$ cat src/rtl/piso_stream_if.sv
// Word-in / beat-out handshake bundle for piso_stream; the slave modport is the
// serializer's view, the master modport is the view of whatever drives and consumes it.
interface piso_stream_if #(
  parameter int SIZE_DATA_IN  = 16,
  parameter int SIZE_DATA_OUT = 2
);
  localparam int DEPTH      = SIZE_DATA_IN / SIZE_DATA_OUT;
  localparam int SIZE_DEPTH = $clog2(DEPTH);

  logic                     i_valid;
  logic                     o_ready;
  logic [SIZE_DATA_IN-1:0]  i_data;
  logic                     i_msb_first;
  logic                     o_valid;
  logic                     i_ready;
  logic [SIZE_DATA_OUT-1:0] o_data;
  logic                     o_last;
  logic [SIZE_DEPTH-1:0]    o_count;
  logic                     o_busy;

  modport slave (
    input  i_valid, i_data, i_msb_first, i_ready,
    output o_ready, o_valid, o_data, o_last, o_count, o_busy
  );

  modport master (
    output i_valid, i_data, i_msb_first, i_ready,
    input  o_ready, o_valid, o_data, o_last, o_count, o_busy
  );
endinterface

$ cat src/rtl/piso_stream.sv
// Parallel-in/serial-out serializer: one SIZE_DATA_IN word out as DEPTH beats, LSB- or MSB-slice first.
// Define PISO_STREAM_PREFETCH_EN to add a one-word holding register for bubble-free back-to-back words.
module piso_stream #(
  parameter int SIZE_DATA_IN  = 16,
  parameter int SIZE_DATA_OUT = 2
) (
  input  logic          i_clk,
  input  logic          i_rst_n,
  piso_stream_if.slave  bus
);
  localparam int DEPTH      = SIZE_DATA_IN / SIZE_DATA_OUT;
  localparam int SIZE_DEPTH = $clog2(DEPTH);
  localparam logic [SIZE_DEPTH-1:0] LAST_IDX = SIZE_DEPTH'(DEPTH - 1);

  typedef enum logic {IDLE = 1'b0, SHIFT = 1'b1} state_e;

  state_e                  state_q, state_d;
  logic [SIZE_DATA_IN-1:0] shift_q, shift_d;
  logic                    msb_q, msb_d;
  logic [SIZE_DEPTH-1:0]   idx_q, idx_d;

  logic                     ready, valid, accept, xfer, last;
  logic [SIZE_DATA_OUT-1:0] beat;

`ifdef PISO_STREAM_PREFETCH_EN
  logic [SIZE_DATA_IN-1:0] hold_q, hold_d;
  logic                    hold_msb_q, hold_msb_d;
  logic                    hold_full_q, hold_full_d;
`endif

  // State register.
  always_ff @(posedge i_clk) begin
    if (!i_rst_n) begin
      state_q <= IDLE;
    end else begin
      state_q <= state_d;
    end
  end

  // Next-state logic.
  always_comb begin
    // NOTE: default every comb output first so no path leaves it unassigned (no latch).
    state_d = state_q;
    unique case (state_q)
      IDLE:  if (accept) state_d = SHIFT;
      SHIFT: begin
        if (xfer && last) begin
`ifdef PISO_STREAM_PREFETCH_EN
          if (!(hold_full_q || accept)) state_d = IDLE;
`else
          state_d = IDLE;
`endif
        end
      end
      default: state_d = IDLE;
    endcase
  end

  // Output logic: decoded purely from registered state, never from i_valid/i_data.
  always_comb begin
    valid = 1'b0;
    ready = 1'b1;
    if (state_q == SHIFT) begin
      valid = 1'b1;
`ifdef PISO_STREAM_PREFETCH_EN
      ready = ~hold_full_q;
`else
      ready = 1'b0;
`endif
    end
  end

  assign accept = bus.i_valid & ready;
  assign xfer   = valid & bus.i_ready;
  assign last   = valid & (idx_q == LAST_IDX);
  // LSB-first words shift right and emit the low slice; MSB-first shift left and emit the high slice.
  assign beat   = msb_q ? shift_q[SIZE_DATA_IN-1 -: SIZE_DATA_OUT] : shift_q[SIZE_DATA_OUT-1:0];

  assign bus.o_ready = ready;
  assign bus.o_valid = valid;
  assign bus.o_busy  = valid;
  assign bus.o_last  = last;
  assign bus.o_data  = valid ? beat  : '0;
  assign bus.o_count = valid ? idx_q : '0;

  // Datapath next-state: load on accept, advance on transfer.
  always_comb begin
    shift_d = shift_q;
    msb_d   = msb_q;
    idx_d   = idx_q;
`ifdef PISO_STREAM_PREFETCH_EN
    hold_d      = hold_q;
    hold_msb_d  = hold_msb_q;
    hold_full_d = hold_full_q;
`endif
    if (state_q == IDLE) begin
      if (accept) begin
        shift_d = bus.i_data;
        msb_d   = bus.i_msb_first;
        idx_d   = '0;
      end
    end else if (xfer) begin
      if (last) begin
        idx_d = '0;
`ifdef PISO_STREAM_PREFETCH_EN
        if (hold_full_q) begin
          shift_d     = hold_q;
          msb_d       = hold_msb_q;
          hold_full_d = 1'b0;
        end else if (accept) begin
          shift_d = bus.i_data;
          msb_d   = bus.i_msb_first;
        end
`endif
      end else begin
        idx_d   = idx_q + SIZE_DEPTH'(1);
        shift_d = msb_q ? (shift_q << SIZE_DATA_OUT) : (shift_q >> SIZE_DATA_OUT);
      end
    end
`ifdef PISO_STREAM_PREFETCH_EN
    // A word accepted mid-word parks in the hold register until the last beat leaves.
    if ((state_q == SHIFT) && accept && !(xfer && last)) begin
      hold_d      = bus.i_data;
      hold_msb_d  = bus.i_msb_first;
      hold_full_d = 1'b1;
    end
`endif
  end

  always_ff @(posedge i_clk) begin
    if (!i_rst_n) begin
      idx_q <= '0;
`ifdef PISO_STREAM_PREFETCH_EN
      hold_full_q <= 1'b0;
`endif
    end else begin
      idx_q <= idx_d;
`ifdef PISO_STREAM_PREFETCH_EN
      hold_full_q <= hold_full_d;
`endif
    end
  end

  // NOTE: word storage carries no reset; its contents are only observed while valid/full flags say so.
  always_ff @(posedge i_clk) begin
    shift_q <= shift_d;
    msb_q   <= msb_d;
`ifdef PISO_STREAM_PREFETCH_EN
    hold_q     <= hold_d;
    hold_msb_q <= hold_msb_d;
`endif
  end
endmodule

$ cat src/flat_wrapper.sv
// flat-port wrapper written by rule: the top's interface ports become plain ports
module piso_stream_flat 
#(
  parameter int SIZE_DATA_IN  = 16,
  parameter int SIZE_DATA_OUT = 2
)
  (i_clk, i_rst_n, bus_i_valid, bus_i_data, bus_i_msb_first, bus_i_ready, bus_o_ready, bus_o_valid, bus_o_data, bus_o_last, bus_o_count, bus_o_busy);
  piso_stream_if #(.SIZE_DATA_IN(SIZE_DATA_IN), .SIZE_DATA_OUT(SIZE_DATA_OUT)) bus_i ();
  input  logic i_clk;
  input  logic i_rst_n;
  input wire logic [$bits(bus_i.i_valid)-1:0] bus_i_valid;
  input wire logic [$bits(bus_i.i_data)-1:0] bus_i_data;
  input wire logic [$bits(bus_i.i_msb_first)-1:0] bus_i_msb_first;
  input wire logic [$bits(bus_i.i_ready)-1:0] bus_i_ready;
  output wire logic [$bits(bus_i.o_ready)-1:0] bus_o_ready;
  output wire logic [$bits(bus_i.o_valid)-1:0] bus_o_valid;
  output wire logic [$bits(bus_i.o_data)-1:0] bus_o_data;
  output wire logic [$bits(bus_i.o_last)-1:0] bus_o_last;
  output wire logic [$bits(bus_i.o_count)-1:0] bus_o_count;
  output wire logic [$bits(bus_i.o_busy)-1:0] bus_o_busy;
  assign bus_i.i_valid = bus_i_valid;
  assign bus_i.i_data = bus_i_data;
  assign bus_i.i_msb_first = bus_i_msb_first;
  assign bus_i.i_ready = bus_i_ready;
  assign bus_o_ready = bus_i.o_ready;
  assign bus_o_valid = bus_i.o_valid;
  assign bus_o_data = bus_i.o_data;
  assign bus_o_last = bus_i.o_last;
  assign bus_o_count = bus_i.o_count;
  assign bus_o_busy = bus_i.o_busy;
  piso_stream #(.SIZE_DATA_IN(SIZE_DATA_IN), .SIZE_DATA_OUT(SIZE_DATA_OUT)) u_core (.i_clk(i_clk), .i_rst_n(i_rst_n), .bus(bus_i));
endmodule
$ cat config.mk
export PLATFORM = sky130hd
export DESIGN_NAME = piso_stream_flat
export DESIGN_NICKNAME = d
export VERILOG_FILES = /design/src/rtl/piso_stream_if.sv /design/src/rtl/piso_stream.sv /design/src/flat_wrapper.sv
export SDC_FILE = /design/constraint.sdc
export NUM_CORES = 1
export LEC_CHECK = 0
export ABC_CLOCK_PERIOD_IN_PS = 2000
export BUFFER_PORTS_ARGS = -buffer_cell sky130_fd_sc_hd__buf_2
export CORE_AREA = 2 2 52 54
export CTS_CLUSTER_DIAMETER = 200
export DETAILED_ROUTE_END_ITERATION = 8
export DIE_AREA = 0 0 54 56
export GPL_TIMING_DRIVEN = 0
export PLACE_DENSITY = 0.78
export SYNTH_ARGS = -nofsm -noshare
export SYNTH_HDL_FRONTEND = slang
export SYNTH_SLANG_ARGS = --single-unit
$ cat constraint.sdc
create_clock -name i_clk -period 2 [get_ports i_clk]
set_clock_uncertainty 0.05 [all_clocks]
set_input_delay 0.1 -clock i_clk [delete_from_list [all_inputs] [get_ports i_clk]]
set_output_delay 0.1 -clock i_clk [all_outputs]
set_load 0.01 [all_outputs]
# ---- Word-level counts from Yosys, hierarchy flattened
# Index checks and enable logic that the tools add are counted.
dict set report totals {
  ff_bits 21
}
dict set report op_classes {
  addsub 1
  eq_ne 3
  muxes 17
  n_bitwise 4
  n_reduce_logical 5
}
# cell n
set ops {}
lappend ops {{$mux 16} 5}
lappend ops {{$mux 3} 5}
lappend ops {{$mux 1} 4}
lappend ops {{$mux 2} 2}
lappend ops {{$ne 2x2->1 const B} 2}
lappend ops {{$reduce_and 2->1} 2}
lappend ops {{$add 3x1->3 const B} 1}
lappend ops {{$and 1x1->1} 3}
lappend ops {{$eq 3x3->1 const B} 1}
lappend ops {{$reduce_and 3->1} 1}
lappend ops {{$pmux 1 s2} 1}
lappend ops {{$reduce_bool 2->1} 1}
lappend ops {{$logic_and 1x1->1} 1}
lappend ops {{$not 1->1} 1}

# ---- Longest topological paths before layout
# Gate-level depths: netlist of the first run.
dict set report depth {
  depth_word 5
  mapped_depth 4
  ltp_nobuf 4
}

# ---- Worst setup path before layout of the first run
# OpenSTA, ideal clock, no wires.
dict set report synth_timing {
  path_kind {flip-flop to flip-flop}
  start {reg u_core.state_q}
  end {reg u_core.shift_q[0], enable pin}
  setup_ns 0.392
  t_arrival_ns 1.570
  required_time_ns 1.558
  slack_ns -0.013
  stages_incl_launch_ff 5
  period_less_slack_ns 2.013
  path_cell_list {dfxtp_1 -> buf_6 -> buf_2 -> nand2_1 -> o21bai_1}
}
dict set report synth_between {
  elab_chain_len 4
}
# element line_no
set synth_lines {}
lappend synth_lines {{from (decl)} piso_stream.sv:17} ;# state_e state_q, state_d;
lappend synth_lines {{from (signal assigned)} piso_stream.sv:36} ;# state_q <= state_d;
lappend synth_lines {{$mux 1} piso_stream.sv:63} ;# if (state_q == SHIFT) begin
lappend synth_lines {{$and 1x1->1, on equally long branches} {piso_stream.sv:74, piso_stream.sv:73, piso_stream.sv:75}}
lappend synth_lines {{$ne 2x2->1 (no source line) or $reduce_bool 2->1 (tied branches)} n/a}
lappend synth_lines {{$reduce_and 3->1 (no source line) (*)} n/a}
lappend synth_lines {{to (signal assigned)} piso_stream.sv:146} ;# shift_q <= shift_d;
lappend synth_lines {{to (decl)} piso_stream.sv:18} ;# logic [SIZE_DATA_IN-1:0] shift_q, shift_d;
# Mark *: on every way between the ends. The rest lies on a longest branch, timed or not.
# A chain may end at the register's enable or synchronous reset.

# ---- Final worst setup path of the first run
dict set report layout_timing {
  start {reg u_core.state_q}
  end {reg u_core.shift_q[14], enable pin}
}
# Same word-level chain as after synthesis.

==> results of run 1 <==
-- worst max-delay path, delay by kind of cell, from the launching register on --
family	cells	cell delay [ns]
DFF	1	0.40
AOI/OAI and AO/OA	1	0.41
and+or+nand+nor	1	0.11
buffers and inverters	2	0.36
-- cells in the mapped netlist --
master	number	area share
nor2b_1	1	0.0057
and4b_1	1	0.0091
a22o_2	2	0.018
inv_1	4	0.014
buf_4	1	0.0068
a21oi_1	13	0.059
buf_6	2	0.020
o21bai_1	1	0.0068
buf_2	3	0.014
nand2_1	1	0.0034
a22o_1	1	0.0079
buf_12	1	0.018
edfxtp_1	17	0.46
mux2i_1	15	0.14
o21ai_0	3	0.014
a32o_1	2	0.018
and2_1	4	0.023
ha_1	2	0.023
and2b_2	1	0.0079
nand3_1	2	0.0091
dfxtp_1	4	0.073
nor2_1	15	0.051
-- per-stage QoR --
step / std cells / setup WS [ns] / total power, mW
3_5_place_dp: 155 / 0.1012 / 0.7014
3_3_place_gp: 155 / 0.1416 / 0.6948
2_1_floorplan: 96 / 0.3111 / 0.6449
4_1_cts: 161 / 0.07640 / 0.9040
5_1_grt: 161 / 0.1978 / 0.9356
6_report: 161 / 0.3157 / 0.8915
-- cell usage in the layout (no fill, tap or decap) --
cell type	synthesis	routed
and2_1	4	4
mux2i_1	15	15
and4b_1	1	1
clkbuf_4	0	3
a22o_1	1	1
dlygate4sd3_1	0	2
buf_2	3	32
nand3_1	2	2
buf_4	1	1
ha_1	2	2
o21ai_0	3	3
dfxtp_1	4	4
and2b_2	1	1
nand2_1	1	1
inv_1	4	4
edfxtp_1	17	17
nor2b_1	1	1
o21bai_4	0	1
clkbuf_1	0	1
buf_6	2	2
a21oi_1	13	13
a22o_2	2	2
buf_12	1	1
nor2_1	15	15
a32o_1	2	2
-- power groups by stage --
| stage | logic [mW] | clock network [mW] | registers, mW |
|---|---|---|---|
| after floorplan | 0.103 | 0 | 0.542 |
| after global placement | 0.148 | 0 | 0.546 |
| after detailed placement | 0.153 | 0 | 0.548 |
| after CTS | 0.157 | 0.209 | 0.538 |
| after global routing | 0.175 | 0.217 | 0.543 |
| final | 0.157 | 0.197 | 0.538 |
-- worst max-delay path by stage --
stage | endpoint | slack, ns | depth (start not counted)
global route | u_core.shift_q[14] | 0.20 | 4
finish | u_core.shift_q[14] | 0.32 | 4
CTS | u_core.shift_q[7] | 0.08 | 4
floorplan | u_core.shift_q[0] | 0.31 | 4
global placement | u_core.shift_q[15] | 0.14 | 4
detailed placement | u_core.shift_q[15] | 0.10 | 4
-- cell families after synthesis --
kind of cell,synth area share
muxes,0.1362
AOI/OAI and AO/OA,0.1237
and+or+nand+nor,0.1090
buffers and inverters,0.07264
DFF,0.5358
adders and majority gates,0.02270
-- metal layers --
layer  wire (microns)  global-route usage  vias to the layer above  share of wire
li1                 -                   -                      417              -
met3               97             0.02419                        2          0.045
met4               17             0.06429                        0         0.0079
met1              996              0.2103                      366           0.46
met2             1041              0.2544                       20           0.48
met5                0                   0                        -              0
-- cell type report --
| cell class | count | share of cell area |
|---|---|---|
| sequential | 21 | 0.4399 |
| multi-input combinational | 64 | 0.3299 |
| timing repair buffer | 31 | 0.1230 |
| buffer | 7 | 0.04846 |
| tap | 30 | 0.02796 |
| clock buffer | 4 | 0.01957 |
| inverter | 4 | 0.01118 |
-- state kept, by name, indices dropped and copies added, names as in the netlist --
register	flops
u_core.msb_q	1
u_core.state_q	1
u_core.shift_q	16
u_core.idx_q	3
-- repair_timing --
action	4_1_cts	5_1_grt
hold buffers	2	0
hold endpoints to repair	2	0
gates resized for setup	0	1
endpoints found under the setup margin	0	16
buffers inserted	0	0
==> metrics.txt, run 1 <==
cells on worst reg2reg path 4; drt drc 0; area of the multi-input gates 442.9 sq um; Initial Util 0.4532; total track usage 0.1591; TNS Setup 0 ns; #FFs+latches synth 21; initial antenna violation count 0; Startpoint Class flop; Net count, final ~160; antenna cells 0; post-synthesis sequential area ratio 0.5358; Crit-path slowest cell o21bai_4; pwr/cell area 664.0 nW/um^2; CTS Sinks 21; drt via density 5.000; status finished clean; final-layout fill cell count around 230; Max-Cap Viols 0; Internal just under 0.7 mW; Hold EP u_core.state_q; setup violators final 0; vias in the first global route ~850; CP max stage delay roughly 0.4 ns; Final Util 0.5520; Clock power frac 0.221; Max Root-Sink Buffers 2; layout cells sized above 1 0.3282; maximum number of pins on one net before global-route repair 17; CTS H-tree depth 1; fin area 1343 sq um; total gr overflow 0; Sw Share 0.2461; Post-Syn Area 1102 sq um; critical path launch point u_core.state_q; crit-path cells buf_6 -> buf_2 -> nand2_1 -> o21bai_4; Max Slew Vio Count 0; FF-to-FF End u_core.shift_q[14]; Seq pwr share 0.603; min cycle time layout 1.684 ns; Hold Path Class in2reg; Combinational Power Share 0.176; hold slack final 0.03050 ns; unrepaired setup endpoints after global routing false; peak supply drop 0.3494 mV; Worst Tran Pin Value 0.4724 ns; YS warnings 0; IO Pins 30; worst endpoint data arrival time 1.58 ns; mean post-synth cell area 11.48 sq um; # rows 18; final hold vios 0; Psw 0.2193 mW; HP Start i_rst_n; 1st-pass router iterations 4; CTS tree yes; Mapped Nets ~120; critical path required time 1.89 ns; vias just over 800; DP Wirelength 1609 microns; Tcrit/Tclk final 0.8421; Setup Crit Path Kind reg2reg; hold depth 3; worst relative slew slack 0.6842; first-pass GRT wire length about 3600 microns; Die Wd 54 microns; Die Y about 56 microns; Critical Path Sink Type flop; Final ANT Viol Nets 0; synth unique cells 22; routability cong. 0.7467; total CTS buffers 3; Reg clk slew, reported paths approximately 0.12 ns; Layout area overhead 21.79%; Die ar. 3024 sq um; FF/Latch Area a little under 600 sq um; Post-DP Area 1289 sq um; CORE AREA 2432 sq um; DR WL/cell 13.37 microns; Leak Pwr 0.6118 nW; Port-buffer cells 29; R2R setup slack 0.32 ns; Max FO, Critical Path 16; fmax 0.5937 GHz; Clock Tree Root clkbuf_4; Routed WL 2152 microns; worst reg2reg path startpoint u_core.state_q; Mapped Cells between 90 and 100; 1st-iter DRT viols 6; worst-skew pair later-pin latency 0.29 ns
Power figures use the tool's default switching activity.
==> inputs of run 2 (changes only) <==
- ABC_AREA: not set -> 1
- ABC_CLOCK_PERIOD_IN_PS: 2000 -> 1500
- CORE_AREA: 2 2 52 54 -> 2 2 54 56
- DIE_AREA: 0 0 54 56 -> 0 0 56 58
- PLACE_DENSITY: 0.78 -> 0.76
- clock period: 2 -> 1.5 ns (I/O delays scaled with it)
==> metrics.txt, run 2 <==
status finished clean; Final Util 0.5663; Seq pwr share 0.583; Hold Path Class in2reg; Post-DP Area 1364 sq um; Max Slew Vio Count 0; initial antenna violation count 0; Sw Share 0.2630; Port-buffer cells 29; Reg clk slew, reported paths 0.11 ns; commonest non-fill, non-tap cells in the layout nand2_1, buf_2, edfxtp_1, inv_1, nand2_2; Die Wd 56 microns; Worst Tran Pin Value 0.2687 ns; pwr/cell area 825.1 nW/um^2; Max FO, Critical Path 10; total gr overflow 0; DR WL met2 1191 microns; number of synthesized flops with an enable pin 17; Max-Cap Viols 0; Reg with most FFs u_core.shift_q; Tcrit/Tclk final 0.9747; worst relative slew slack 0.8204; post-synth top area share 0.4368; post-synthesis sequential area ratio 0.5054; Routed WL 2387 microns; CTS tree yes; Leak Pwr roughly 0.74 nW; cell with the most instances after synthesis nand2_1; Clock power frac 0.216; IO Pins 30; largest cells by area after synthesis edfxtp_1, nand2_1, dfxtp_1; Mapped Nets roughly 140; final hold vios 0; Final ANT Viol Nets 0; # rows 19; mean post-synth cell area 9.739 sq um; unrepaired setup endpoints after global routing true; vias in the first global route between 900 and 1000; CTS H-tree depth 1; Psw 0.3272 mW; drt via density 4.903; routability cong. about 0.76; WL met1 approximately 1100 microns; Clock Tree Root clkbuf_4; YS warnings 0; total CTS buffers 3; layout cells sized above 1 0.4634; vias approximately 960; CTS Sinks 21; Top Registers u_core.shift_q x16, u_core.idx_q x3; 1st-iter DRT viols 27; synth unique cells 24; total track usage 0.1495; uppermost layer routed met4; fmax approximately 0.7 GHz; Synth top cells by count nand2_1, edfxtp_1, inv_1, nand2_2, nand3_2; peak supply drop between 0.4 and 0.5 mV; Max Root-Sink Buffers 2; most used flip-flop cell after synthesis edfxtp_1; WL met3 about 90 microns; CORE AREA 2663 sq um; setup violators final 0; cell taking the most area after synthesis edfxtp_1; Initial Util 0.4389; Setup Crit Path Kind reg2out; min cycle time layout 1.462 ns; Net count, final 188; Die ar. around 3200 sq um; DP Wirelength 1709 microns; Total Power 1.244 mW; fin area 1508 sq um; maximum number of pins on one net before global-route repair 13; Post-Syn Area 1169 sq um; commonest non-fill, non-tap cell in the layout nand2_1; Mapped Cells 120; first-pass GRT wire length roughly 3800 microns; worst-skew pair later-pin latency 0.30 ns; Die Y between 50 and 60 microns; Combinational Power Share 0.201; Layout area overhead 29.02%; FFs w/ async S/R, synth 0; Startpoint Class flop; 1st-pass router iterations 4; DR WL/cell 12.24 microns; Internal roughly 0.92 mW; worst endpoint data arrival time roughly 1.3 ns; #FFs+latches synth 21; antenna cells 0; Critical Path Sink Type primary output; max FFs per register 16; critical path required time about 1.4 ns; drt drc 0
## run 2: changes by cell type after synthesis, moves of 4 or more
cell and delta:
nand2_1 +34, nor2_1 -13, inv_1 +9, and2_1 -4, nand2_2 +11, a21oi_1 -10, nand3_2 +8, mux2i_1 -15
## run 2: worst max-delay path: stages (launching register included)
cell     delay (ns)
dfxtp_2        0.37
buf_8          0.14
inv_8          0.05
nor2_4         0.13
inv_2          0.08
o21ai_2        0.12
buf_2          0.14
## run 2: repair_timing
action / 4_1_cts / 5_1_grt
resized for setup: 2 / 6
setup buffers: 2 / 6
hold buffers: 3 / 1
endpoints found under the hold margin: 5 / 1
endpoints found under the setup margin: 18 / 13
cloned: 0 / 0
pin swaps: 1 / 1
## run 2: per-layer routing
layer | GRT usage | vias to the layer above
met2 | 0.2622 | 19
met5 | 0 | -
li1 | - | 485
met3 | 0.03125 | 5
met1 | 0.1843 | 447
met4 | 0.05102 | 0
## run 2: stage by stage
stage / hold WS (ns) / instances / setup WS [ns] / TNS [ns]
4_1_cts: 0.002368 / 188 / 0.008737 / 0
3_3_place_gp: 0.2116 / 180 / -0.1364 / -2.176
6_report: 0.01341 / 195 / 0.03789 / 0
3_5_place_dp: 0.2141 / 180 / -0.1780 / -2.839
2_1_floorplan: 0.1239 / 120 / 0.006621 / 0
5_1_grt: 0.0007112 / 195 / -0.04649 / -0.09313
## run 2: final timing paths
check | slack (ns) | startpoint | end | cells past startpoint
worst max-delay path | 0.04 | u_core.state_q | bus_o_data[0] | 6
worst min-delay path | 0.01 | bus_i_data[11] | u_core.shift_q[11] | 3
worst max register to register | 0.09 | u_core.state_q | u_core.shift_q[12] | 4
worst min register to register | 0.47 | u_core.idx_q[1] | u_core.idx_q[1] | 2
## run 2: area by class of cell
type	instances	area, sq um
buffer	4	38.79
clock buffer	4	26.28
fill	245	1155
inverter	15	71.32
multi-input combinational	79	481.7
sequential	21	593.1
tap	31	38.79
timing repair buffer	41	257.7
## run 2: logic make-up (layout without fill, tap and decap cells)
group                    after synthesis  in the layout  share of synthesized area
AO/OA/AOI/OAI                         15             15                    0.09421
adder cells (fa/ha/maj)                2              2                    0.02141
buffers and inverters                 20             64                    0.09422
flip-flops                            21             21                     0.5054
AND/OR/NAND/NOR                       62             62                     0.2848
## run 2: power by group through the flow
stage / logic (mW) / registers, mW / clock network, mW
after floorplan: 0.146 / 0.731 / 0
after global placement: 0.206 / 0.736 / 0
after detailed placement: 0.212 / 0.738 / 0
after CTS: 0.232 / 0.725 / 0.283
after global routing: 0.274 / 0.731 / 0.311
final: 0.250 / 0.725 / 0.269
==> inputs of run 3 (changes only) <==
- ABC_AREA: 1 -> not set
- CORE_AREA: 2 2 54 56 -> 2 2 52 54
- DIE_AREA: 0 0 56 58 -> 0 0 54 56
- PLACE_DENSITY: 0.76 -> 0.78
==> metrics.txt, run 3 (same netlist as run 1, synthesis figures left out) <==
maximum number of pins on one net before global-route repair 12; Worst Tran Pin Value 0.2744 ns; critical path launch point u_core.idx_q[0]; # rows 18; HP Start bus_i_valid; fin area 1390 sq um; total track usage 0.1672; CP bufs+invs 1; Setup Crit Path Kind reg2out; setup violators final 0; commonest non-fill, non-tap cell in the layout buf_2; Final Util 0.5715; final hold vios 0; Top Registers u_core.shift_q x16, u_core.idx_q x3; Post-DP Area 1297 sq um; global routing met1 resource utilization 0.2034; Tcrit/Tclk final 0.9637; Final ANT Viol Nets 0; final-layout fill cell count 217; Leak Pwr approximately 0.64 nW; pwr/cell area 872.7 nW/um^2; drt via density 5.180; CTS tree yes; first-pass GRT wire length 3663 microns; met3 Track Usage GR 0.02688; Port-buffer cells 29; worst endpoint data arrival time 1.32 ns; Initial Util 0.4532; Max Slew Vio Count 0; CP max stage delay between 0.3 and 0.4 ns; max FFs per register 16; vias just under 900; Routed WL about 2300 microns; Layout area overhead 26.11%; CTS H-tree depth 1; status finished clean; GR Layer Usage met2 0.2805; Clock Tree Root clkbuf_4; Startpoint Class flop; Reg with most FFs u_core.shift_q; worst-skew pair later-pin latency 0.30 ns; antenna cells 0; DR WL/cell about 14 microns; GRT busiest layer met2; Die Y 56 microns; Worst path top cell family by delay adder cells; Crit-path slowest cell dfxtp_2; IO Pins 30; crit-path cells ha_1 -> ha_2 -> and2_1 -> buf_2; peak supply drop 0.6090 mV; total gr overflow 0; commonest non-fill, non-tap cells in the layout buf_2, edfxtp_1, mux2i_1, nor2_1, a21oi_1; Max-Cap Viols 0; min cycle time layout 1.446 ns; Net count, final 161; drt drc 0; Critical Path Sink Type primary output; worst reg2reg path startpoint u_core.state_q; 1st-iter DRT viols 40; worst relative slew slack 0.8119; fmax 0.6918 GHz; initial antenna violation count 0; Max Root-Sink Buffers 2; CORE AREA 2432 sq um; critical path required time 1.37 ns; 1st-pass router iterations 4; unrepaired setup endpoints after global routing false; Max FO, Critical Path 3; DP Wirelength 1637 microns; vias in the first global route 836; routability cong. 0.7463; CTS Sinks 21; Reg clk slew, reported paths 0.11 ns; total CTS buffers 3; Hold Path Class in2reg; layout cells sized above 1 0.3796; Die ar. 3024 sq um; Die Wd 54 microns
run 3: metal layers:
layer,share of wire,vias up,wire [microns]
li1,-,429,-
met1,0.42,412,966
met2,0.53,22,1194
met3,0.037,2,85
met4,0.012,0,27
met5,0,-,0
run 3: final timing paths:
| check | to | slack [ns] | depth (start not counted) |
|---|---|---|---|
| hold reg to reg | u_core.idx_q[1] | 0.46 | 1 |
| hold / removal | u_core.state_q | 0.02 | 3 |
| setup reg to reg | u_core.shift_q[2] | 0.09 | 5 |
| setup / recovery | bus_o_last | 0.05 | 4 |
run 3: what timing repair did:
| action | CTS | global route |
|---|---|---|
| hold buffers | 3 | 0 |
| setup buffers | 3 | 3 |
| gates resized for setup | 1 | 5 |
| endpoints found under the hold margin | 2 | 0 |
| pin swaps | 1 | 1 |
| setup endpoints to repair | 17 | 19 |
run 3: area by class of cell:
type,instances,area [sq um],share of cell area
timing repair buffer,38,224.0,0.1611
clock buffer,4,26.28,0.01890
tap,30,37.54,0.02700
buffer,6,47.55,0.03420
multi-input combinational,64,445.4,0.3204
sequential,21,594.3,0.4275
inverter,4,15.01,0.01080
run 3: worst reg2reg max path: stages, from the launching register on:
cell and delay [ns]:
dfxtp_2 0.37, buf_6 0.13, buf_4 0.17, nand2_1 0.10, o21bai_4 0.15, buf_4 0.17
run 3: power by group:
part,internal (mW),switching [mW]
clock,0.104,0.165
combinational,0.114,0.113
sequential,0.692,0.0261
run 3: per-stage QoR:
stage	worst slack, ns	hold slack [ns]	setup TNS, ns	power, mW	instances
3_3_place_gp	-0.1408	0.2119	-2.249	0.9293	155
4_1_cts	0.005734	0.01399	0	1.219	165
3_5_place_dp	-0.1718	0.2052	-2.743	0.9389	155
2_1_floorplan	0.006089	0.1069	0	0.8631	96
6_report	0.05443	0.02296	0	1.213	167
5_1_grt	0.008556	0.01115	0	1.272	167
